### src/rtl/mult_share_arbiter.sv
// ============================================================================
// mult_share_arbiter : round-robin sharing of one WIDTH x WIDTH multiplier
// Rev 1.0
// ============================================================================
`default_nettype none

module mult_share_arbiter #(
  parameter int WIDTH   = 32,
  parameter int NUM_REQ = 4,
  parameter int ID_W    = 2
) (
  input  logic                     clk,
  input  logic                     reset_n,
  input  logic [NUM_REQ-1:0]       req_valid,
  output logic [NUM_REQ-1:0]       req_ready,
  input  logic [NUM_REQ*WIDTH-1:0] req_left,
  input  logic [NUM_REQ*WIDTH-1:0] req_right,
  output logic                     resp_valid,
  input  logic                     resp_ready,
  output logic [WIDTH-1:0]         resp_data,
  output logic [ID_W-1:0]          resp_id
);

  localparam logic [ID_W-1:0] C_LAST_ID = ID_W'(NUM_REQ - 1);

  logic              s1_valid_q, s1_valid_d;
  logic [ID_W-1:0]   s1_id_q,    s1_id_d;
  logic [WIDTH-1:0]  s1_left_q,  s1_left_d;
  logic [WIDTH-1:0]  s1_right_q, s1_right_d;
  logic              s2_valid_q, s2_valid_d;
  logic [ID_W-1:0]   s2_id_q,    s2_id_d;
  logic [WIDTH-1:0]  s2_data_q,  s2_data_d;
  logic [ID_W-1:0]   rr_ptr_q,   rr_ptr_d;

  logic              w_s2_adv;
  logic              w_s1_adv;
  logic              w_any;
  logic              w_hi_found;
  logic [ID_W-1:0]   w_hi_idx;
  logic [ID_W-1:0]   w_lo_idx;
  logic [ID_W-1:0]   w_grant;
  logic [WIDTH-1:0]  w_grant_left;
  logic [WIDTH-1:0]  w_grant_right;
  logic [WIDTH-1:0]  w_product;

  assign w_s2_adv  = !s2_valid_q || resp_ready;
  assign w_s1_adv  = !s1_valid_q || w_s2_adv;
  assign w_any     = |req_valid;
  assign w_product = s1_left_q * s1_right_q;

  // Round-robin: lowest valid index at or above rr_ptr, else lowest valid overall.
  always_comb begin
    w_hi_found = 1'b0;
    w_hi_idx   = '0;
    w_lo_idx   = '0;
    for (int i = NUM_REQ - 1; i >= 0; i--) begin
      if (req_valid[i]) begin
        w_lo_idx = ID_W'(i);
        if (i >= int'(rr_ptr_q)) begin
          w_hi_found = 1'b1;
          w_hi_idx   = ID_W'(i);
        end
      end
    end
    w_grant = w_hi_found ? w_hi_idx : w_lo_idx;
  end

  always_comb begin
    req_ready     = '0;
    w_grant_left  = '0;
    w_grant_right = '0;
    for (int i = 0; i < NUM_REQ; i++) begin
      if (w_grant == ID_W'(i)) begin
        req_ready[i]  = w_any && w_s1_adv && reset_n;
        w_grant_left  = req_left[i*WIDTH +: WIDTH];
        w_grant_right = req_right[i*WIDTH +: WIDTH];
      end
    end
  end

  always_comb begin
    s1_valid_d = s1_valid_q;
    s1_id_d    = s1_id_q;
    s1_left_d  = s1_left_q;
    s1_right_d = s1_right_q;
    s2_valid_d = s2_valid_q;
    s2_id_d    = s2_id_q;
    s2_data_d  = s2_data_q;
    rr_ptr_d   = rr_ptr_q;
    if (w_s2_adv) begin
      s2_valid_d = s1_valid_q;
      if (s1_valid_q) begin
        s2_id_d   = s1_id_q;
        s2_data_d = w_product;
      end
    end
    if (w_s1_adv) begin
      s1_valid_d = w_any;
      if (w_any) begin
        s1_id_d    = w_grant;
        s1_left_d  = w_grant_left;
        s1_right_d = w_grant_right;
        rr_ptr_d   = (w_grant == C_LAST_ID) ? '0 : w_grant + 1'b1;
      end
    end
  end

  always_ff @(posedge clk) begin
    if (!reset_n) begin
      s1_valid_q <= 1'b0;
      s1_id_q    <= '0;
      s1_left_q  <= '0;
      s1_right_q <= '0;
      s2_valid_q <= 1'b0;
      s2_id_q    <= '0;
      s2_data_q  <= '0;
      rr_ptr_q   <= '0;
    end else begin
      s1_valid_q <= s1_valid_d;
      s1_id_q    <= s1_id_d;
      s1_left_q  <= s1_left_d;
      s1_right_q <= s1_right_d;
      s2_valid_q <= s2_valid_d;
      s2_id_q    <= s2_id_d;
      s2_data_q  <= s2_data_d;
      rr_ptr_q   <= rr_ptr_d;
    end
  end

  assign resp_valid = s2_valid_q;
  assign resp_id    = s2_id_q;
  assign resp_data  = s2_data_q;

endmodule

`default_nettype wire

### config.mk
export PLATFORM = sky130hd
export DESIGN_NAME = mult_share_arbiter
export DESIGN_NICKNAME = d
export VERILOG_FILES = /design/src/rtl/mult_share_arbiter.sv
export SDC_FILE = /design/constraint.sdc
export NUM_CORES = 1
export LEC_CHECK = 0
export BUFFER_PORTS_ARGS = -buffer_cell sky130_fd_sc_hd__buf_2
export CAP_MARGIN = 20
export CORE_MARGIN = 3
export CORE_UTILIZATION = 50
export CTS_CLUSTER_DIAMETER = 50
export DETAILED_ROUTE_END_ITERATION = 10
export HOLD_SLACK_MARGIN = 0.1
export PLACE_DENSITY = 0.75
export REMOVE_ABC_BUFFERS = 1
export SLEW_MARGIN = 20
export SYNTH_ARGS = -nofsm -noshare
export SYNTH_HDL_FRONTEND = slang
export SYNTH_SLANG_ARGS = --single-unit
export TNS_END_PERCENT = 30
### constraint.sdc
create_clock -name clk -period 8.65 [get_ports clk]
set_input_delay 0.4325 -clock clk [delete_from_list [all_inputs] [get_ports clk]]
set_output_delay 0.4325 -clock clk [all_outputs]
set_load 0.02 [all_outputs]
# Word-level counts from Yosys, hierarchy flattened
# Cells that the tools add are included.
word_totals:
  register_bits: 104
  in_bits: 263
op_classes:
  addsub: 1
  multipliers: 1
  order_cmp: 3
  eq_ne: 3
  n_mux: 31
  n_reduce_logical: 10
op_table:
  columns: ["operator", "n"]
  rows:
  - ["$mux W32", 8]
  - ["$mul A32 B32 Y32", 1]
  - ["$mux W2", 12]
  - ["$mux W1", 11]
  - ["$eq A2 B2 Y1 const B", 2]
  - ["$ge A1 B2 Y1 const A", 2]
  - ["$reduce_and A2 Y1", 2]
  - ["$reduce_or A4 Y1", 1]
  - ["$add A2 B1 Y2 const B", 1]
  - ["$eq A2 B1 Y1 const B", 1]
  - ["$ge A2 B2 Y1 const A", 1]
  - ["$logic_and A1 B1 Y1", 2]
  - ["$logic_not A1 Y1", 2]
  - ["$logic_not A2 Y1", 1]
  - ["$logic_or A1 B1 Y1", 2]

# Longest topological paths before layout
logic_depth:
  ltp_word: 13
  mapped_depth: 28
  ltp_nobuf: 26

# Least setup slack after synthesis
# Ideal clock, no wire load.
synth_path:
  kind: "reg-to-reg"
  from: "register s1_left_q[13]"
  to: "register s2_data_q[28] (netlist: resp_data[28])"
  setup_ns: 0.115
  arrival_time_ns: 6.917
  t_required_ns: 8.535
  setup_slack_ns: 1.618
  path_stages_with_launch: 27
  path_buffers: 2
  period_less_slack_ns: 7.032
  cell_sequence: "dfxtp_1 -> clkbuf_1 -> clkbuf_1 -> and2_1 -> fa_1 -> fa_1 -> fa_1 -> inv_1 -> fa_1 -> inv_1 -> fa_1 -> inv_1 -> fa_1 -> inv_1 -> fa_1 -> fa_1 -> ha_1 -> a21oi_2 -> o21bai_1 -> a21o_1 -> or3_1 -> a221o_1 -> a22o_1 -> o22ai_2 -> xor2_1 -> o21ai_1 -> and2_1"
synth_between:
  elab_chain_len: 1
synth_rtl:
  columns: ["element", "line_no", "source"]
  rows:
  - ["start, declared", "28", "logic [WIDTH-1:0] s1_left_q, s1_left_d;"]
  - ["start signal, assigned", "121", "s1_left_q <= s1_left_d;"]
  - ["$mul A32 B32 Y32", "49", "assign w_product = s1_left_q * s1_right_q;"]
  - ["end signal, assigned", "125", "s2_data_q <= s2_data_d;"]
  - ["end, declared", "32", "logic [WIDTH-1:0] s2_data_q, s2_data_d;"]
# No other way between the ends.
# A chain may end at the register's enable or synchronous reset.

# Final worst setup path
layout_path:
  from: "register s1_right_q[2]"
  to: "register s2_data_q[28] (netlist: resp_data[28])"
layout_between:
  elab_chain_len: 1
layout_rtl:
  columns: ["element", "line_no", "source"]
  rows:
  - ["start, declared", "29", "logic [WIDTH-1:0] s1_right_q, s1_right_d;"]
  - ["start signal, assigned", "122", "s1_right_q <= s1_right_d;"]
  - ["$mul A32 B32 Y32", "49", null]
# No other way between the ends.

==> Implementation_results.wiki <==
{| class="wikitable"
! Metric !! Value
|-
| Result of the run || finished, final reports clean
|-
| Wire length of the first global-routing pass || roughly 98000 um
|-
| Vias per cell || around 5.5
|-
| Final global-route overflow total || 0
|-
| Source of the worst register-to-register timing path || s1_right_q[2]$_SDFFE_PN0P_
|-
| Max_cap viols || 0
|-
| Area growth syn-to-layout || 10.1%
|-
| Ys async rst share || 0%
|-
| TritonCTS clock tree || yes
|-
| Hold path start || req_valid[2]
|-
| Total clock buffers created by CTS || 9
|-
| Sw Pwr || approximately 2.9 mW
|-
| GP Congestion || between 0.9 and 1
|-
| Highest achievable clock rate || around 130 MHz
|-
| Clock slew at the register clock pins of the worst setup and hold paths || about 0.090 ns
|-
| Accumulated negative setup slack || 0 ns
|-
| Relative slew slack || 26.7%
|-
| Most area-hungry cell type in the Yosys netlist || sky130_fd_sc_hd__fa_1
|-
| Number of cell rows || between 70 and 80
|-
| Number of warnings reported in the yosys synthesis log || 0
|-
| Switching Share || a little over half
|-
| H-tree lvl count || 3
|-
| Data required time of the critical path || between 8 and 9 ns
|-
| Crit path buffers/inverters || 4
|-
| Fraction of synthesized cell area taken by the top area cell type || 38.4%
|-
| List of cells traversed by the critical path || and2_1, fa_1, inv_1, fa_1, fa_1, fa_1, inv_1, fa_1, inv_1, fa_1, inv_1, fa_1, fa_1, ha_1, a21oi_2, o21bai_1, a21o_1, or3_1, a221o_1, a22o_1, o22ai_2, xor2_1, o21ai_1, and2_1
|-
| Hold/Removal Path Class || in -> reg
|-
| Register-to-register setup slack || 0.90 ns
|-
| Clock power frac || 8.7%
|-
| Syn Std Cell Area || 21300 um2
|-
| DIE HEIGHT || about 210 um
|-
| Buffers on Ports || roughly 300
|-
| Via count of the first global-routing pass || roughly 19000
|-
| Total setup violations reported at the end of the flow || 0
|-
| Number of synthesized flops with an enable pin || 0
|-
| CP endpoint kind || flip-flop
|-
| Buffer cell driving the clock tree root || sky130_fd_sc_hd__clkbuf_16
|-
| R2r endpoint || resp_data[28]$_SDFFE_PN0P_
|-
| Total power draw || 5.49 mW
|-
| Die area || 45000 um2
|-
| Part of the Yosys area used for sequential elements || between 9 and 10%
|-
| Pin count of the biggest net entering global routing || 89
|-
| Most common library cell in the layout ignoring fill and taps || sky130_fd_sc_hd__fa_1
|-
| Largest stage delay, worst path || between 1 and 1.5 ns
|-
| Non-Filler Cell Area, Final || roughly 23000 um2
|-
| Worst Reg2Reg Path Length in Cells || 24
|-
| Post_cts resized || 0
|-
| Type of the setup path with the least slack || reg -> reg
|-
| Die Wd || around 210 um
|-
| Hold buffer count at CTS || 0
|-
| Initial DRC Count || approximately 1100
|-
| Worst Hold Depth || 3
|-
| Min-Delay Endpoint || s1_valid_q$_SDFFE_PN0P_
|-
| Area contributors post-synth || sky130_fd_sc_hd__fa_1 38%, sky130_fd_sc_hd__and2_1 10%, sky130_fd_sc_hd__dfxtp_1 9.8%, sky130_fd_sc_hd__ha_1 7.5%, sky130_fd_sc_hd__inv_1 6.7%
|-
| Synth cell types || 52
|-
| Average cell area after synthesis || around 9 um2
|-
| Critical path launch point type || flip-flop
|-
| Tmin final || 7.75 ns
|-
| Maximum buffer depth of the clock tree || 2
|-
| Post-Route WL || a little over 60000 um
|-
| Worst-path maximum fanout || 31
|-
| Wire length per cell after detailed routing || slightly below 20 um
|-
| TritonCTS Sinks || 104
|-
| Number of max-slew violations in the final report || 0
|-
| Instance count of the mapped netlist || between 2000 and 2500
|-
| Min setup slack post-route || approximately 0.90 ns
|-
| Number of antenna-violating nets in the routed design || 0
|-
| Part of the cycle the worst path needs || around nine tenths
|-
| Slew @ Worst Pin || approximately 1.1 ns
|-
| Slowest cell on the critical path || sky130_fd_sc_hd__dfxtp_1
|-
| Most common cell on crit path || sky130_fd_sc_hd__fa_1
|-
| I/O pin total || 302
|-
| Ys flop type || sky130_fd_sc_hd__dfxtp_1
|-
| Proportion of power drawn by flip-flops and latches || between 15 and 20%
|-
| DP Area || between 20000 and 25000 um2
|-
| Initial DRT Pass Iterations || 5
|-
| Layout cell share with drive strength beyond 1 || roughly 14%
|-
| Final HPWL DP || between 40000 and 50000 um
|-
| Share of power burned in combinational logic || about three quarters
|-
| Effective utilization at floorplan || approximately half
|-
| DR DRC count || 0
|-
| Leakage Power || around 12 nW
|-
| Clk_skew || approximately 0.023 ns
|-
| Final count of hold timing violations || 0
|-
| Number of antenna violations at the first check in global routing || 1
|-
| Vias post-DR || around 17000
|-
| Number of buffers added for setup after CTS || 0
|-
| Global-route total usage across every layer || approximately 28%
|-
| Family with the most delay on the worst path || adder cells
|-
| Total of flip-flops plus latches after synthesis || roughly 100
|-
| RSZ-0062 raised after global routing || false
|-
| Arrival @ worst endpoint || between 8 and 9 ns
|-
| Ratio of total power to cell area || 234 nW/um2
|-
| Commonest non-fill, non-tap cells in the layout || 408 x sky130_fd_sc_hd__fa_1, 379 x sky130_fd_sc_hd__inv_1, 355 x sky130_fd_sc_hd__and2_1, 313 x sky130_fd_sc_hd__nand2_1, 300 x sky130_fd_sc_hd__buf_2
|-
| Peak VDD IR || roughly 0.23 mV
|-
| Post-placement worst setup slack || approximately 0.95 ns
|-
| Internal Pwr Total || approximately 2.6 mW
|-
| Net count reported at finish || ~3400
|-
| Clock insertion delay at the later pin of the skew report || roughly 0.39 ns
|-
| Core Area || 41400 um2
|}
[flip-flops by register name, summed over array words and instances (netlist names)]
| signal | flops |
|---|---|
| s1_left_q | 32 |
| rr_ptr_q | 2 |
| s1_id_q | 2 |
| s1_right_q | 32 |
| resp_data | 32 |
| s1_valid_q | 1 |
| resp_valid | 1 |
| resp_id | 2 |
[power groups by stage]
stage | Combinational [mW] | Sequential, mW | Clock (mW)
finish | 4.16 | 0.855 | 0.475
global route | 4.67 | 0.870 | 0.506
CTS | 4.14 | 0.846 | 0.485
detailed placement | 4.12 | 0.857 | 0
global placement | 3.99 | 0.848 | 0
floorplan | 2.86 | 0.810 | 0
[final cells by class]
type                    instances  area [um2]
flip-flops and latches        104        2080
well taps                     532         666
diodes                          1        2.50
clock buffers                  10         229
fillers                      3694       18000
clock inverters                 6        85.1
multi-input cells            1776       17200
repair buffers                335        1760
inverters                     379        1420
[Yosys cell counts (all sizes together) (34+ instances only)]
| cell type | instances |
|---|---|
| a21oi | 88 |
| a22oi | 64 |
| and2 | 355 |
| clkbuf | 161 |
| dfxtp | 104 |
| fa | 408 |
| ha | 127 |
| inv | 379 |
| nand2 | 313 |
| nor2 | 76 |
| o211a | 66 |
| o211ai | 66 |
| o21ai | 34 |
| xnor2 | 63 |
[how the worst max path moves through the flow]
stage | start | to | slack, ns | depth (start not counted)
5_1_grt | s1_right_q[2]$_SDFFE_PN0P_ | resp_data[30]$_SDFFE_PN0P_ | 0.56 | 24
3_3_place_gp | s1_right_q[2]$_SDFFE_PN0P_ | resp_data[28]$_SDFFE_PN0P_ | 1.11 | 24
6_report | s1_right_q[2]$_SDFFE_PN0P_ | resp_data[28]$_SDFFE_PN0P_ | 0.90 | 24
2_1_floorplan | s1_right_q[3]$_SDFFE_PN0P_ | resp_data[28]$_SDFFE_PN0P_ | 1.70 | 24
4_1_cts | s1_right_q[2]$_SDFFE_PN0P_ | resp_data[28]$_SDFFE_PN0P_ | 0.95 | 24
3_5_place_dp | s1_right_q[2]$_SDFFE_PN0P_ | resp_data[28]$_SDFFE_PN0P_ | 0.95 | 24
[metrics by stage]
step / utilization (%) / hold slack (ns) / std cells
after floorplan: - / 0.440 / 2259
after global placement: 55.8 / 0.448 / 3126
after detailed placement: 55.8 / 0.454 / 3126
after CTS: 56.6 / 0.400 / 3142
after global routing: 56.6 / 0.432 / 3142
final: 56.6 / 0.413 / 3143
[cell families after synthesis]
logic type | after synthesis | synth area share [%]
compound gates | 368 | 12.5
xor+xnor | 85 | 3.50
fa+ha+maj | 535 | 45.9
buf+inv | 548 | 9.69
flops | 104 | 9.79
mux | 2 | 0.0941
simple gates | 786 | 18.5
[metal layers]
metal / vias up / track usage [%] / share of wire (%)
li1: 7880 / - / -
met1: 8690 / 36.1 / 41
met2: 674 / 48.2 / 49
met3: 113 / 4.00 / 6.7
met4: 2 / 10.8 / 3.6
met5: - / 0 / 0.021
[worst reg2reg max path: stages, from the launching register on]
cell	delay (ns)
sky130_fd_sc_hd__dfxtp_1	1.05
sky130_fd_sc_hd__and2_1	0.29
sky130_fd_sc_hd__fa_1	0.40
sky130_fd_sc_hd__inv_1	0.08
sky130_fd_sc_hd__fa_1	0.42
sky130_fd_sc_hd__fa_1	0.50
sky130_fd_sc_hd__fa_1	0.55
sky130_fd_sc_hd__inv_1	0.05
sky130_fd_sc_hd__fa_1	0.49
sky130_fd_sc_hd__inv_1	0.06
sky130_fd_sc_hd__fa_1	0.53
sky130_fd_sc_hd__inv_1	0.05
sky130_fd_sc_hd__fa_1	0.46
sky130_fd_sc_hd__fa_1	0.40
sky130_fd_sc_hd__ha_1	0.39
sky130_fd_sc_hd__a21oi_2	0.16
sky130_fd_sc_hd__o21bai_1	0.07
sky130_fd_sc_hd__a21o_1	0.19
sky130_fd_sc_hd__or3_1	0.32
sky130_fd_sc_hd__a221o_1	0.34
sky130_fd_sc_hd__a22o_1	0.28
sky130_fd_sc_hd__o22ai_2	0.14
sky130_fd_sc_hd__xor2_1	0.16
sky130_fd_sc_hd__o21ai_1	0.06
sky130_fd_sc_hd__and2_1	0.19
(Power assumes the default switching activity.)
